### src/rtl/formal_clk_rst_gen_if.sv
// Harness-side bundle for the clock/reset generator: gating and restart controls
// in, derived clocks, resets and strobes out.
interface formal_clk_rst_gen_if #(
  parameter int N_CH = 4
);
  logic [N_CH-1:0] gate_en;
  logic            restart;
  logic [N_CH-1:0] div_clk;
  logic [N_CH-1:0] div_rst;
  logic [N_CH-1:0] rise;
  logic            all_ready;

  modport master (
    output gate_en, restart,
    input  div_clk, div_rst, rise, all_ready
  );

  modport slave (
    input  gate_en, restart,
    output div_clk, div_rst, rise, all_ready
  );
endinterface

### src/rtl/formal_clk_rst_gen.sv
// Derives N_CH gated, divided clocks from top_clk and releases each channel's
// reset on its own period boundary once a global hold has elapsed.
module formal_clk_rst_gen #(
  parameter int                     N_CH       = 4,
  parameter int                     CNT_W      = 32,
  parameter logic [N_CH*CNT_W-1:0]  PERIOD     = {32'd1002, 32'd100, 32'd50, 32'd20},
  parameter logic [N_CH*CNT_W-1:0]  HIGH       = {32'd501, 32'd50, 32'd25, 32'd10},
  parameter int unsigned            RST_CYCLES = 1002
) (
  input  logic                top_clk,
  input  logic                top_rst,
  formal_clk_rst_gen_if.slave bus
);

  localparam logic [CNT_W-1:0] ONE   = CNT_W'(1);
  localparam logic [CNT_W-1:0] RST_C = CNT_W'(RST_CYCLES);

  logic [CNT_W-1:0] last_c [N_CH];
  logic [CNT_W-1:0] high_c [N_CH];

  logic [CNT_W-1:0] cnt_q [N_CH];
  logic [CNT_W-1:0] cnt_d [N_CH];
  logic [N_CH-1:0]  gate_q, gate_d;
  logic [N_CH-1:0]  div_rst_q, div_rst_d;
  logic [CNT_W-1:0] rst_cnt_q, rst_cnt_d;
  logic [N_CH-1:0]  wrap_c;
  logic [N_CH-1:0]  div_clk_c, rise_c;
  logic             done;

  if ((64'(RST_CYCLES) >> CNT_W) != 64'd0) begin : g_bad_rst
    $error("RST_CYCLES does not fit in CNT_W bits");
  end

  for (genvar i = 0; i < N_CH; i++) begin : g_ch
    localparam logic [CNT_W-1:0] P_I = PERIOD[i*CNT_W +: CNT_W];
    localparam logic [CNT_W-1:0] H_I = HIGH[i*CNT_W +: CNT_W];

    if (P_I < CNT_W'(2)) begin : g_bad_period
      $error("channel %0d: PERIOD must be at least 2", i);
    end
    if (H_I == '0 || H_I >= P_I) begin : g_bad_high
      $error("channel %0d: HIGH must lie in 1..PERIOD-1", i);
    end

    assign last_c[i] = P_I - ONE;
    assign high_c[i] = H_I;
  end

  assign done = (rst_cnt_q == RST_C);

  // Next state: a restart is treated exactly like a wrap on every channel.
  always_comb begin
    cnt_d     = cnt_q;
    gate_d    = gate_q;
    div_rst_d = div_rst_q;
    wrap_c    = '0;
    rst_cnt_d = done ? rst_cnt_q : rst_cnt_q + ONE;
    for (int i = 0; i < N_CH; i++) begin
      wrap_c[i]    = bus.restart || (cnt_q[i] == last_c[i]);
      cnt_d[i]     = wrap_c[i] ? '0 : cnt_q[i] + ONE;
      gate_d[i]    = wrap_c[i] ? bus.gate_en[i] : gate_q[i];
      div_rst_d[i] = div_rst_q[i] & ~(done & wrap_c[i]);
    end
  end

  always_ff @(posedge top_clk or negedge top_rst) begin
    if (!top_rst) begin
      for (int i = 0; i < N_CH; i++) begin
        cnt_q[i] <= '0;
      end
      gate_q    <= '1;
      div_rst_q <= '1;
      rst_cnt_q <= '0;
    end else begin
      for (int i = 0; i < N_CH; i++) begin
        cnt_q[i] <= cnt_d[i];
      end
      gate_q    <= gate_d;
      div_rst_q <= div_rst_d;
      rst_cnt_q <= rst_cnt_d;
    end
  end

  // Outputs decode flops only, so gating can never chop a phase short.
  always_comb begin
    div_clk_c = '0;
    rise_c    = '0;
    for (int i = 0; i < N_CH; i++) begin
      div_clk_c[i] = gate_q[i] && (cnt_q[i] < high_c[i]);
      rise_c[i]    = gate_q[i] && (cnt_q[i] == '0);
    end
  end

  assign bus.div_clk   = div_clk_c;
  assign bus.rise      = rise_c;
  assign bus.div_rst   = div_rst_q;
  assign bus.all_ready = ~|div_rst_q;

endmodule

### src/flat_wrapper.sv
// flat-port wrapper written by rule: the top's interface ports become plain ports
module formal_clk_rst_gen_flat 
#(
  parameter int                     N_CH       = 4,
  parameter int                     CNT_W      = 32,
  parameter logic [N_CH*CNT_W-1:0]  PERIOD     = {32'd1002, 32'd100, 32'd50, 32'd20},
  parameter logic [N_CH*CNT_W-1:0]  HIGH       = {32'd501, 32'd50, 32'd25, 32'd10},
  parameter int unsigned            RST_CYCLES = 1002
)
  (top_clk, top_rst, bus_gate_en, bus_restart, bus_div_clk, bus_div_rst, bus_rise, bus_all_ready);
  formal_clk_rst_gen_if #(.N_CH(N_CH)) bus_i ();
  input  logic top_clk;
  input  logic top_rst;
  input wire logic [$bits(bus_i.gate_en)-1:0] bus_gate_en;
  input wire logic [$bits(bus_i.restart)-1:0] bus_restart;
  output wire logic [$bits(bus_i.div_clk)-1:0] bus_div_clk;
  output wire logic [$bits(bus_i.div_rst)-1:0] bus_div_rst;
  output wire logic [$bits(bus_i.rise)-1:0] bus_rise;
  output wire logic [$bits(bus_i.all_ready)-1:0] bus_all_ready;
  assign bus_i.gate_en = bus_gate_en;
  assign bus_i.restart = bus_restart;
  assign bus_div_clk = bus_i.div_clk;
  assign bus_div_rst = bus_i.div_rst;
  assign bus_rise = bus_i.rise;
  assign bus_all_ready = bus_i.all_ready;
  formal_clk_rst_gen #(.N_CH(N_CH), .CNT_W(CNT_W), .PERIOD(PERIOD), .HIGH(HIGH), .RST_CYCLES(RST_CYCLES)) u_core (.top_clk(top_clk), .top_rst(top_rst), .bus(bus_i));
endmodule
### config.mk
export PLATFORM = sky130hd
export DESIGN_NAME = formal_clk_rst_gen_flat
export DESIGN_NICKNAME = d
export VERILOG_FILES = /design/src/rtl/formal_clk_rst_gen_if.sv /design/src/rtl/formal_clk_rst_gen.sv /design/src/flat_wrapper.sv
export SDC_FILE = /design/constraint.sdc
export NUM_CORES = 1
export LEC_CHECK = 0
export ABC_CLOCK_PERIOD_IN_PS = 2250
export CAP_MARGIN = 10
export CORE_AREA = 3 3 134 136
export DETAILED_ROUTE_END_ITERATION = 10
export DIE_AREA = 0 0 137 139
export PLACE_DENSITY = 0.69
export SYNTH_ARGS = -nofsm -noshare
export SYNTH_HDL_FRONTEND = slang
export SYNTH_SLANG_ARGS = --single-unit
### constraint.sdc
create_clock -name top_clk -period 2.25 [get_ports top_clk]
set_clock_uncertainty 0.15 [all_clocks]
set_input_delay 0.45 -clock top_clk [delete_from_list [all_inputs] [get_ports top_clk]]
set_output_delay 0.45 -clock top_clk [all_outputs]
set_load 0.01 [all_outputs]
Word level (Yosys, flattened, before mapping)

Cells that the tools add are included.

Flip-flop bits (word level): 168
Latch bits: 0
Memory bits (writable): 0
ROM bits: 0
Bits of input ports: 7
Output and inout bits: 13
Logic and storage cells: 58
Memories kept: 0

Add/subtract/negate cells: 5
Multipliers: 0
Divide/modulo/power cells: 0
Magnitude comparators: 4
Equality and inequality tests: 5
Shift operators: 0
Multiplexer cells: 4
Bitwise logic cells: 12
Reductions and logical operators: 18

Operator list:

| kind                                                  | number |
|---|---|
| adder 32 x 1 -> 32 bit, second input constant         | 5 |
| zero test 32 bit                                      | 4 |
| two-way mux 32 bit                                    | 4 |
| equality test 32 x 10 -> 1 bit, second input constant | 2 |
| equality test 32 x 5 -> 1 bit, second input constant  | 1 |
| equality test 32 x 6 -> 1 bit, second input constant  | 1 |
| equality test 32 x 7 -> 1 bit, second input constant  | 1 |
| < comparator 32 x 4 -> 1 bit, second input constant   | 1 |
| < comparator 32 x 5 -> 1 bit, second input constant   | 1 |
| < comparator 32 x 6 -> 1 bit, second input constant   | 1 |
| < comparator 32 x 9 -> 1 bit, second input constant   | 1 |
| bitwise AND 1 bit                                     | 8 |
| logical AND 1 bit                                     | 8 |
| logical OR 1 bit                                      | 4 |
| inverter 1 bit                                        | 4 |
| OR reduction 4 bit                                    | 1 |
| zero test 1 bit                                       | 1 |

Longest topological paths before layout

Gate-level depths: netlist (run 1).

Word-level depth: 5
Gate-level depth with buffers: 8
Depth with buffers taken out: 7

Worst setup path after synthesis (run 1)

Ideal clock, no wire load.

Kind: register to register
Start point: reg u_core.cnt_q[32] (netlist bit)
End point: reg u_core.cnt_q[62] (netlist bit)
Library setup time: 0.132 ns
Arrival time: 1.899 ns
Data required time: 1.968 ns
Slack: 0.069 ns
Stages on the path, launching flop included: 7
Path buffers: 0
Period minus slack after synthesis: 2.181 ns
Cell sequence: dfrtp_1 -> ha_1 -> nand4_1 -> nor4_1 -> and3_1 -> xnor2_1 -> nor2_1

RTL lines:

| element                           | line                     | RTL |
|---|---|---|
| from (decl)                       | formal_clk_rst_gen.sv:21 | `logic [CNT_W-1:0] cnt_q [N_CH];` |
| from (signal, indexed assignment) | formal_clk_rst_gen.sv:76 | `cnt_q[i] <= cnt_d[i];` |

Worst setup path in the final report (run 1)

Start point: reg u_core.cnt_q[77] (netlist bit)
End point: out bus_div_clk[1]

Word-level cells in the longest chain between the ends: 2

RTL lines:

| element                      | line                     | RTL |
|---|---|---|
| < comparator 32 x 5 -> 1 bit | formal_clk_rst_gen.sv:89 | `div_clk_c[i] = gate_q[i] && (cnt_q[i] < high_c[i]);` |
| logical AND 1 bit            | formal_clk_rst_gen.sv:89 |  |
| to (decl)                    | flat_wrapper.sv:16       | `output wire logic [$bits(bus_i.div_clk)-1:0] bus_div_clk;` |

Every way passes these cells.

==> summary.txt, run 1 <==
Floorplan
  • Io pins: 20
  • Die width: 137 um
  • Row count: 48
  • Die ar.: 0.01904 sq mm
  • Initial Utilization: 49.44%
  • Die Ht: 139 um
  • Core box area: 0.01706 sq mm

Finish
  • Post-route cell area: 0.01082 sq mm
  • P&R area growth vs syn: 28.28%
  • Most common cell after layout, fill and taps aside: nor2_1
  • Total Nets Final: 1047
  • Ant. Diodes: 0
  • Share of layout cells above drive strength 1: 23.68%
  • Most frequent cells in the layout: nor2_1, dfrtp_1, buf_4

Critical path
  • Reg2Reg Launch Point: u_core.cnt_q[126]$_DFF_PN0_
  • CP endpoint kind: output pin
  • Worst setup SP type: flip-flop
  • Crit path max fanout: 2
  • R2R Setup Slk: 110 ps
  • Worst path slowest cell: dfrtp_1
  • Worst Path Required: 1650 ps
  • Crit path DAT: 1900 ps
  • Worst path cell trace: nor4_2 > nand4_1 > nor2_2 > nand3b_1 > buf_4 > nor2_1 > buf_2
  • CP delay by family, top: simple AND/OR/NAND/NOR gates
  • Crit path buffers/inverters: 2
  • Worst R2R End: u_core.gate_q[0]$_DFFE_PN1N_
  • Critical Path Max Stage Delay: 390 ps
  • Worst Path Class, Setup: flip-flop to output pin
  • Reg2reg path depth: 6

Yosys
  • Top_reg_cell synth: dfrtp_1
  • Post-Synthesis Cell Area: 0.008433 sq mm
  • Cells after Synth: 864
  • Netlist cell types: 44
  • Async set-reset flop share out of synthesis: 100.0%
  • Syn nets: 885
  • Synth top area share: 47.48%
  • Yosys top cell by area: dfrtp_1
  • FF+latch count, synth: 168
  • Seq/Total Area, Yosys: 49.97%
  • Top post-synthesis cells by area: dfrtp_1, xor2_1, nor2_1, xnor2_1, nand4_1
  • Mapped Avg Cell Area: 9.761 sq um
  • Post-synth EDFFs: 0
  • Warnings, synthesis: 0

Route
  • Met3 WL: 548 um
  • Antenna-violating nets left: 0
  • DR vias: 6766
  • Starting DRC count in detailed routing: 473
  • Routed wire per std cell: 14.61 um
  • Remaining DRCs: 0
  • Metal2 WL: 8768 um
  • Routed wire length: 18470 um
  • Drt pass-1 iters: 5
  • Top sig layer: met4
  • M1 WL: 8880 um
  • Vias per cell: 5.353

Timing
  • Worst-margin pin slew: 479.9 ps
  • Final slew viol count: 0
  • Slew margin rel.: 67.71%
  • RSZ-0062 raised after global routing: true
  • Setup TNS Final: -1569 ps
  • Fmax: 400.7 MHz
  • PnR worst setup slack: -245.7 ps
  • Hold_ws: 289.5 ps
  • Hold Violations, Final: 0
  • Final period utilization: 110.9%
  • Minimum clock period: 2496 ps
  • Final setup violation count: 8

Global routing
  • Global-route wire length before repair: 31590 um
  • Vias in the first global route: 6670
  • Pin count of the biggest net entering global routing: 69
  • GR Util All Layers: 20.28%
  • Overflow after GRT: 0
  • Initial antenna violation count: 0

CTS
  • Clk buf depth: 2
  • Clk slew on worst S/H paths: 60 ps
  • CTS H-Tree Depth: 4
  • Num CTS Buffers: 17
  • Root Driver: clkbuf_16
  • Clock Sinks: 168
  • TritonCTS clock tree: done
  • Clock latency on the worst-skew pair: 430 ps

Power and ir drop
  • Static leakage: 4.941 nW
  • Worst vdd ir: 0.0005920 V
  • Power Dens Cells: 589.0 mW/mm^2

Placement
  • I/O Buffers: 19
  • Pre-CTS setup slack: -433.1 ps
  • Post-place instance area: 0.009906 sq mm
  • Hpwl dp: 12580 um
  • Routability cong.: 0.8137

Flow run
  • MaxCap Viol Count: 0

Run status
  • Violated checks: setup timing
  • Outcome: complete, but fails checks

Hold path
  • HP Class: input port to asynchronous set/reset pin
final cells by class:
type / instances / area [sq um]
tap: 225 / 281.5
multi-input combinational: 646 / 4269
clock inverter: 7 / 115.1
timing repair buffer: 169 / 1350
sequential: 168 / 4217
inverter: 24 / 90.09
fill: 1391 / 6238
clock buffer: 25 / 495.5
registers in the layout, indices dropped and copies added, names as in the netlist:
name                count
u_core.bus.div_rst      4
u_core.cnt_q          128
u_core.gate_q           4
u_core.rst_cnt_q       32
cells by family (layout without fill, tap and decap cells):
family / after synthesis / in the layout / synth area share (%)
AO/OA/AOI/OAI: 16 / 16 / 1.276
XOR/XNOR: 148 / 148 / 15.37
adder cells (fa/ha/maj): 14 / 14 / 2.077
buffers and inverters: 50 / 225 / 2.300
flip-flops: 168 / 168 / 49.97
multiplexers: 4 / 4 / 0.5341
AND/OR/NAND/NOR: 464 / 464 / 28.47
worst max path at each step:
stage                                           start                    endpoint  slack [ps]  depth (start not counted)
after floorplan            u_core.cnt_q[32]$_DFF_PN0_  u_core.cnt_q[62]$_DFF_PN0_          70                          6
after global placement     u_core.cnt_q[77]$_DFF_PN0_                 bus_rise[1]        -320                          6
after detailed placement  u_core.cnt_q[112]$_DFF_PN0_              bus_div_clk[0]        -430                          6
after CTS                 u_core.cnt_q[102]$_DFF_PN0_              bus_div_clk[0]        -330                          6
after global routing       u_core.cnt_q[77]$_DFF_PN0_                 bus_rise[1]        -360                          6
final                      u_core.cnt_q[77]$_DFF_PN0_              bus_div_clk[1]        -250                          7
power by group:
part           internal [W]  leakage (nW)  switching [W]
Clock               0.00186         0.293        0.00115
Sequential          0.00305          2.29      0.0000296
Combinational      0.000106          2.36       0.000176
synthesized netlist by cell type, drive strengths merged, types with 3 or more instances:
library cell,n
or3,6
a21boi,4
or4,6
a21oi,4
mux2,4
dfrtp,160
nor4,42
dfstp,8
and3,21
nor2,165
nand3b,3
and4,12
nand3,62
xor2,85
o21ai,3
buf,6
and2,3
clkbuf,20
inv,24
nand4,61
ha,14
xnor2,63
nor3,18
nand2,53
metal layers:
layer	global-route usage (%)	up-vias
li1	-	3308
met1	28.91	3325
met3	3.991	26
met2	31.35	107
met5	0	-
met4	6.303	0
timing repair:
item,in CTS,in global routing
buffers inserted,1,6
resized for setup,57,25
setup endpoints to repair,38,46
pin swaps,24,15
cloned,0,1
hold endpoints to repair,20,0
hold buffers,1,0
per-stage QoR:
stage	cells	power [W]	utilization, %
after floorplan	864	0.003251	-
after global placement	1224	0.003418	58.08
after detailed placement	1224	0.003423	58.08
after CTS	1258	0.006413	62.24
after global routing	1264	0.006610	63.42
final	1264	0.006372	63.42
Note: power is estimated with default switching activity, not from simulation.
==> run 2: changes to the inputs <==
- CORE_AREA: 3 3 134 136 -> 3 3 172 174
- DIE_AREA: 0 0 137 139 -> 0 0 175 177
- PLACE_DENSITY: 0.69 -> not set
==> run 2 against run 1 <==
  * The run still ends with setup timing left
  * Clock power increased by 2%
  * Global-route usage fell by 8.1 points
  * Combinational power about the same
  * Largest power group unchanged
  * Highest routed layer unchanged
==> summary.txt, run 2 (synthesized netlist as in run 1, its figures left out) <==
Finish
  • Cell Count, Final, Fillers Out: 1414
  • P&R area growth vs syn: 29.69%
  • Most common cell after layout, fill and taps aside: nor2_1
  • Ant. Diodes: 0
  • Fillers: 2794
  • Total Nets Final: 1044
  • Most frequent cells in the layout: nor2_1, dfrtp_1, buf_4
  • Largest Register: u_core.cnt_q
  • Biggest registers after layout: u_core.cnt_q: 128 flops, u_core.rst_cnt_q: 32 flops
  • Largest register FFs: 128
  • Share of layout cells above drive strength 1: 23.17%

Power and ir drop
  • Worst vdd ir: 0.0004983 V
  • Sw Share: 22.83%
  • Power Dens Cells: 589.1 mW/mm^2
  • Net Sw Power: 0.001471 W
  • Int Pwr: 0.004973 W
  • Clock share of power: 47.8%
  • Static leakage: 4.929 nW
  • Reg power frac: 47.8%
  • Comb pwr share: 4.4%

Timing
  • Worst-margin pin slew: 567.0 ps
  • Hold Violations, Final: 0
  • Final setup violation count: 8
  • RSZ-0062 raised after global routing: true
  • Final slew viol count: 0
  • Final period utilization: 112.3%
  • Hold_ws: 337.9 ps
  • Fmax: 395.8 MHz
  • Setup TNS Final: -1360 ps
  • PnR worst setup slack: -276.8 ps
  • Slew margin rel.: 61.91%
  • Minimum clock period: 2527 ps

Floorplan
  • Core box area: 0.02793 sq mm
  • Initial Utilization: 30.19%
  • Io pins: 20
  • Die Ht: 177 um
  • Die width: 175 um
  • Die ar.: 0.03098 sq mm
  • Row count: 61

Critical path
  • CP endpoint: bus_rise[2]
  • Worst setup path startpoint: u_core.cnt_q[51]$_DFF_PN0_
  • Crit path max fanout: 2
  • Critical Path Max Stage Delay: 400 ps
  • CP endpoint kind: output pin
  • Worst R2R End: u_core.gate_q[3]$_DFFE_PN1N_
  • Worst path cell trace: nor4_2 > nand3_1 > nor2_2 > and3b_1 > and4_1 > buf_2
  • Worst path slowest cell: dfrtp_1
  • Reg2reg path depth: 7
  • Crit path DAT: 1930 ps
  • Worst Path Class, Setup: flip-flop to output pin
  • Worst setup SP type: flip-flop
  • Reg2Reg Launch Point: u_core.cnt_q[31]$_DFF_PN0_
  • R2R Setup Slk: 90 ps
  • Worst Path Required: 1650 ps

Global routing
  • Vias in the first global route: 6705
  • Overflow after GRT: 0
  • Pin count of the biggest net entering global routing: 50
  • GR Util All Layers: 12.18%
  • Initial antenna violation count: 0
  • Global-route wire length before repair: 31320 um

Run status
  • Violated checks: setup timing
  • Outcome: complete, but fails checks

CTS
  • CTS H-Tree Depth: 4
  • TritonCTS clock tree: done
  • Clk buf depth: 2
  • Num CTS Buffers: 17
  • Clock Sinks: 168
  • Clk slew on worst S/H paths: 70 ps
  • Root Driver: clkbuf_16
  • Clock latency on the worst-skew pair: 420 ps

Route
  • Routed wire length: 17890 um
  • Routed wire per std cell: 12.65 um
  • Starting DRC count in detailed routing: 306
  • Remaining DRCs: 0
  • Vias per cell: 4.608
  • Drt pass-1 iters: 4
  • DR vias: 6516
  • Antenna-violating nets left: 0

Placement
  • I/O Buffers: 19
  • Routability cong.: 0.7942
  • Hpwl dp: 12570 um
  • Inst Count DP: 1374

Flow run
  • MaxCap Viol Count: 0

Hold path
  • HP Class: flip-flop to flip-flop
[run 2: cell types whose count changed in the layout (fill, tap and decap cells not counted), sizes merged]
cell,change
clkbuf,-8
clkinvlp,-1
clkinv,+1
inv,+7
buf,-2
[run 2: routing by layer]
layer | share of wire [%] | routed length (um) | vias up | GRT usage, %
li1 | - | - | 3304 | -
met1 | 48 | 8636 | 3170 | 15.62
met2 | 49 | 8745 | 36 | 20.69
met3 | 1.7 | 305 | 6 | 2.360
met4 | 1.1 | 199 | 0 | 4.122
met5 | 0 | 0 | - | 0
[run 2: how the worst min path moves through the flow]
| stage | from | to | cells after the start |
|---|---|---|---|
| after floorplan | top_rst | u_core.cnt_q[0]$_DFF_PN0_ | 0 |
| after global placement | top_rst | u_core.cnt_q[88]$_DFF_PN0_ | 1 |
| after detailed placement | top_rst | u_core.cnt_q[88]$_DFF_PN0_ | 1 |
| final | u_core.rst_cnt_q[4]$_DFFE_PN0N_ | u_core.rst_cnt_q[4]$_DFFE_PN0N_ | 1 |
| after CTS | u_core.rst_cnt_q[9]$_DFFE_PN0N_ | u_core.rst_cnt_q[9]$_DFFE_PN0N_ | 1 |
| after global routing | u_core.rst_cnt_q[26]$_DFFE_PN0N_ | u_core.rst_cnt_q[26]$_DFFE_PN0N_ | 1 |
[run 2: timing repair]
item / in CTS / in global routing
hold buffers: 1 / 0
hold endpoints to repair: 40 / 0
pin swaps: 20 / 14
setup buffers: 2 / 5
endpoints found under the setup margin: 10 / 31
gates resized for setup: 47 / 23
[run 2: critical path, delay by kind of cell, from the launching register on]
family	cells	cell delay [ps]
and+or+nand+nor	5	990
DFF	1	400
buffers and inverters	1	130
[run 2: power by group through the flow]
stage	combinational, W	sequential (W)	clock (W)
2_1_floorplan	0.000127	0.00312	0
3_3_place_gp	0.000299	0.00314	0
3_5_place_dp	0.000302	0.00314	0
4_1_cts	0.000288	0.00308	0.00318
5_1_grt	0.000322	0.00308	0.00332
6_report	0.000284	0.00308	0.00308
[run 2: stage by stage]
| step | power (W) | area [sq um] | worst slack (ps) | utilization (%) |
|---|---|---|---|---|
| CTS | 0.006547 | 10780 | -335.5 | 38.58 |
| floorplan | 0.003251 | 8433 | 69.18 | - |
| global placement | 0.003435 | 10100 | -307.1 | 36.16 |
| global route | 0.006726 | 10940 | -427.5 | 39.15 |
| detailed placement | 0.003437 | 10100 | -367.5 | 36.16 |
| finish | 0.006443 | 10940 | -276.8 | 39.15 |
[run 2: final cells by class]
| cell class | instances | area [sq um] | share of cell area (%) |
|---|---|---|---|
| tap | 378 | 473.0 | 4.324 |
| clock inverter | 14 | 186.4 | 1.705 |
| timing repair buffer | 166 | 1330 | 12.16 |
| clock buffer | 18 | 439.2 | 4.016 |
| sequential | 168 | 4214 | 38.53 |
| inverter | 24 | 90.09 | 0.8237 |
| multi-input combinational | 646 | 4204 | 38.44 |
==> patch, RTL diff (config.mk and constraints of run 2) <==
`RST_CYCLES` is set to 1002 in 2 places; all go to 501.
--- a/src/rtl/formal_clk_rst_gen.sv
+++ b/src/rtl/formal_clk_rst_gen.sv
@@ -5,7 +5,7 @@
   parameter int                     CNT_W      = 32,
   parameter logic [N_CH*CNT_W-1:0]  PERIOD     = {32'd1002, 32'd100, 32'd50, 32'd20},
   parameter logic [N_CH*CNT_W-1:0]  HIGH       = {32'd501, 32'd50, 32'd25, 32'd10},
-  parameter int unsigned            RST_CYCLES = 1002
+  parameter int unsigned            RST_CYCLES = 501
 ) (
   input  logic                top_clk,
   input  logic                top_rst,
--- a/src/flat_wrapper.sv
+++ b/src/flat_wrapper.sv
@@ -5,7 +5,7 @@
   parameter int                     CNT_W      = 32,
   parameter logic [N_CH*CNT_W-1:0]  PERIOD     = {32'd1002, 32'd100, 32'd50, 32'd20},
   parameter logic [N_CH*CNT_W-1:0]  HIGH       = {32'd501, 32'd50, 32'd25, 32'd10},
-  parameter int unsigned            RST_CYCLES = 1002
+  parameter int unsigned            RST_CYCLES = 501
 )
   (top_clk, top_rst, bus_gate_en, bus_restart, bus_div_clk, bus_div_rst, bus_rise, bus_all_ready);
   formal_clk_rst_gen_if #(.N_CH(N_CH)) bus_i ();
Check against the original RTL: no difference found for any inputs over 10 cycles, from zero or initial values and one cycle with top_rst low; that may be too few to reach the edited logic, so the function may still have changed.
==> patch against run 2 <==
The run still ends with setup timing left. Sequential share of layout area down 4.2 points. Sequential cell count unchanged. Maximum frequency down 3.1%. Synthesized cell count up 8.4%. Design area up 12%. Routed wire length up 25%. Setup slack worse by 82 ps. Register-to-register slack worse by 240 ps. Power up 0.33%. Synthesized area up 5.9%. Largest cell class is now multi-input combinational cells. Highest routed layer unchanged.
==> patch: results (changes against run 2) <==
** Global routing
- The global routing usage summed across all routing layers came to 0.145 (was 0.122).
- Global-route wire length before repair :: 37500 um (was 31300 um)
- Vias in the first global route :: 7838 (was 6705)

** Status
- Result of the run: finished, violations left (unchanged).
- Failing checks: setup timing (unchanged).

** Detailed routing
- First drt pass iteration count :: 6 (was 4)
- The starting DRC count in detailed routing came to 362 (was 306).
- Drt via density :: 5.15 (was 4.61)
- The total wire length after detailed routing came to 22300 um (was 17900 um).

** Synthesis
- Share of synthesized area occupied by flip-flops and latches :: 0.472 (was 0.500)
- Post-Syn Nets :: 958 (was 885)
- Largest cells by area after synthesis :: dfrtp_1 (45%), xor2_1 (4.2%), nand4_1 (4.0%), xnor2_1 (3.7%), a21oi_1 (3.6%) (was dfrtp_1 (47%), xor2_1 (8.8%), nor2_1 (7.3%), xnor2_1 (6.5%), nand4_1 (4.4%))
- Top cells by count, synth: dfrtp_1 (160), nor2_1 (80), a21oi_1 (64) (was nor2_1 (165), dfrtp_1 (160), xor2_1 (85)).
- Mapped Avg Cell Area :: 9.53 um^2 (was 9.76 um^2)

** Worst setup path
- The path depth of the worst reg2reg path was 9 (was 7).
- Origin of the critical flop-to-flop path :: u_core.cnt_q[0]$_DFF_PN0_ (was u_core.cnt_q[31]$_DFF_PN0_)
- The worst setup path endpoint was bus_rise[3] (was bus_rise[2]).
- The source of the critical timing path is u_core.cnt_q[27]$_DFF_PN0_ (was u_core.cnt_q[51]$_DFF_PN0_).
- The worst path arrival time was 2010 ps (was 1930 ps).
- The worst flop-to-flop path endpoint is u_core.cnt_q[26]$_DFF_PN0_ (was u_core.gate_q[3]$_DFFE_PN1N_).

** Finish
- The design area was 12300 um^2 (was 10900 um^2).
- The number of fill cells in the layout came to 2715 (was 2794).

** Timing
- Least-Margin Pin Slew :: 360 ps (was 567 ps)
- The final setup violation count is 41 (was 8).
- Worst setup slack after layout :: -358 ps (was -277 ps)

** Pwr
- LEAKAGE :: 5.13 nW (was 4.93 nW)
- The design internal power is 4.94 mW (was 4.97 mW).

** Placed design
- The placement-stage worst setup slack was -493 ps (was -367 ps).
- Placement-stage cell area :: 10900 um^2 (was 10100 um^2)

** Min path
- Hold Path Class :: input port to asynchronous set/reset pin (was flop to flop)
==> patch: cell count changes after synthesis, moves of 12 or more <==
cell,run 2,this run
or4_1,4,37
xnor2_1,63,38
xor2_1,85,43
o31ai_1,0,36
a21oi_1,4,64
or3_1,6,35
nor2_1,165,80
clkbuf_1,18,32
buf_2,3,15
o21ai_0,3,35
==> patch: cells by family after synthesis <==
logic type               after synthesis  synth area share
AND/OR/NAND/NOR                      435             0.283
AO/OA/AOI/OAI                        154             0.104
multiplexers                           6           0.00728
flip-flops                           168             0.472
adder cells (fa/ha/maj)               14            0.0196
XOR/XNOR                              81            0.0794
buffers and inverters                 79            0.0353
==> patch: final cells by class <==
type | count | area share
repair buffers | 241 | 0.161
clock buffers | 20 | 0.0372
well taps | 378 | 0.0386
inverters | 32 | 0.00979
multi-input cells | 690 | 0.398
clock inverters | 12 | 0.0115
flip-flops and latches | 168 | 0.344
==> patch: per-layer routing <==
| layer | vias to the layer above | wire length [um] | GRT usage |
|---|---|---|---|
| met2 | 111 | 10700 | 0.239 |
| met1 | 3881 | 10700 | 0.195 |
| met5 | - | 0 | 0 |
| li1 | 3918 | - | - |
| met3 | 25 | 603 | 0.0253 |
| met4 | 0 | 321 | 0.0475 |
==> patch: power by group through the flow <==
stage	Combinational [mW]	Clock [mW]	Sequential [mW]
after floorplan	0.131	0	3.13
after global placement	0.354	0	3.13
after detailed placement	0.355	0	3.13
after CTS	0.351	3.08	3.07
after global routing	0.443	3.21	3.07
final	0.395	3.00	3.07
==> patch: repair_timing <==
item | 4_1_cts | 5_1_grt
hold buffers | 1 | 0
setup endpoints to repair | 24 | 80
endpoints found under the hold margin | 22 | 0
gates cloned | 0 | 2
pin swaps | 19 | 39
setup buffers | 7 | 29
gates resized for setup | 60 | 78
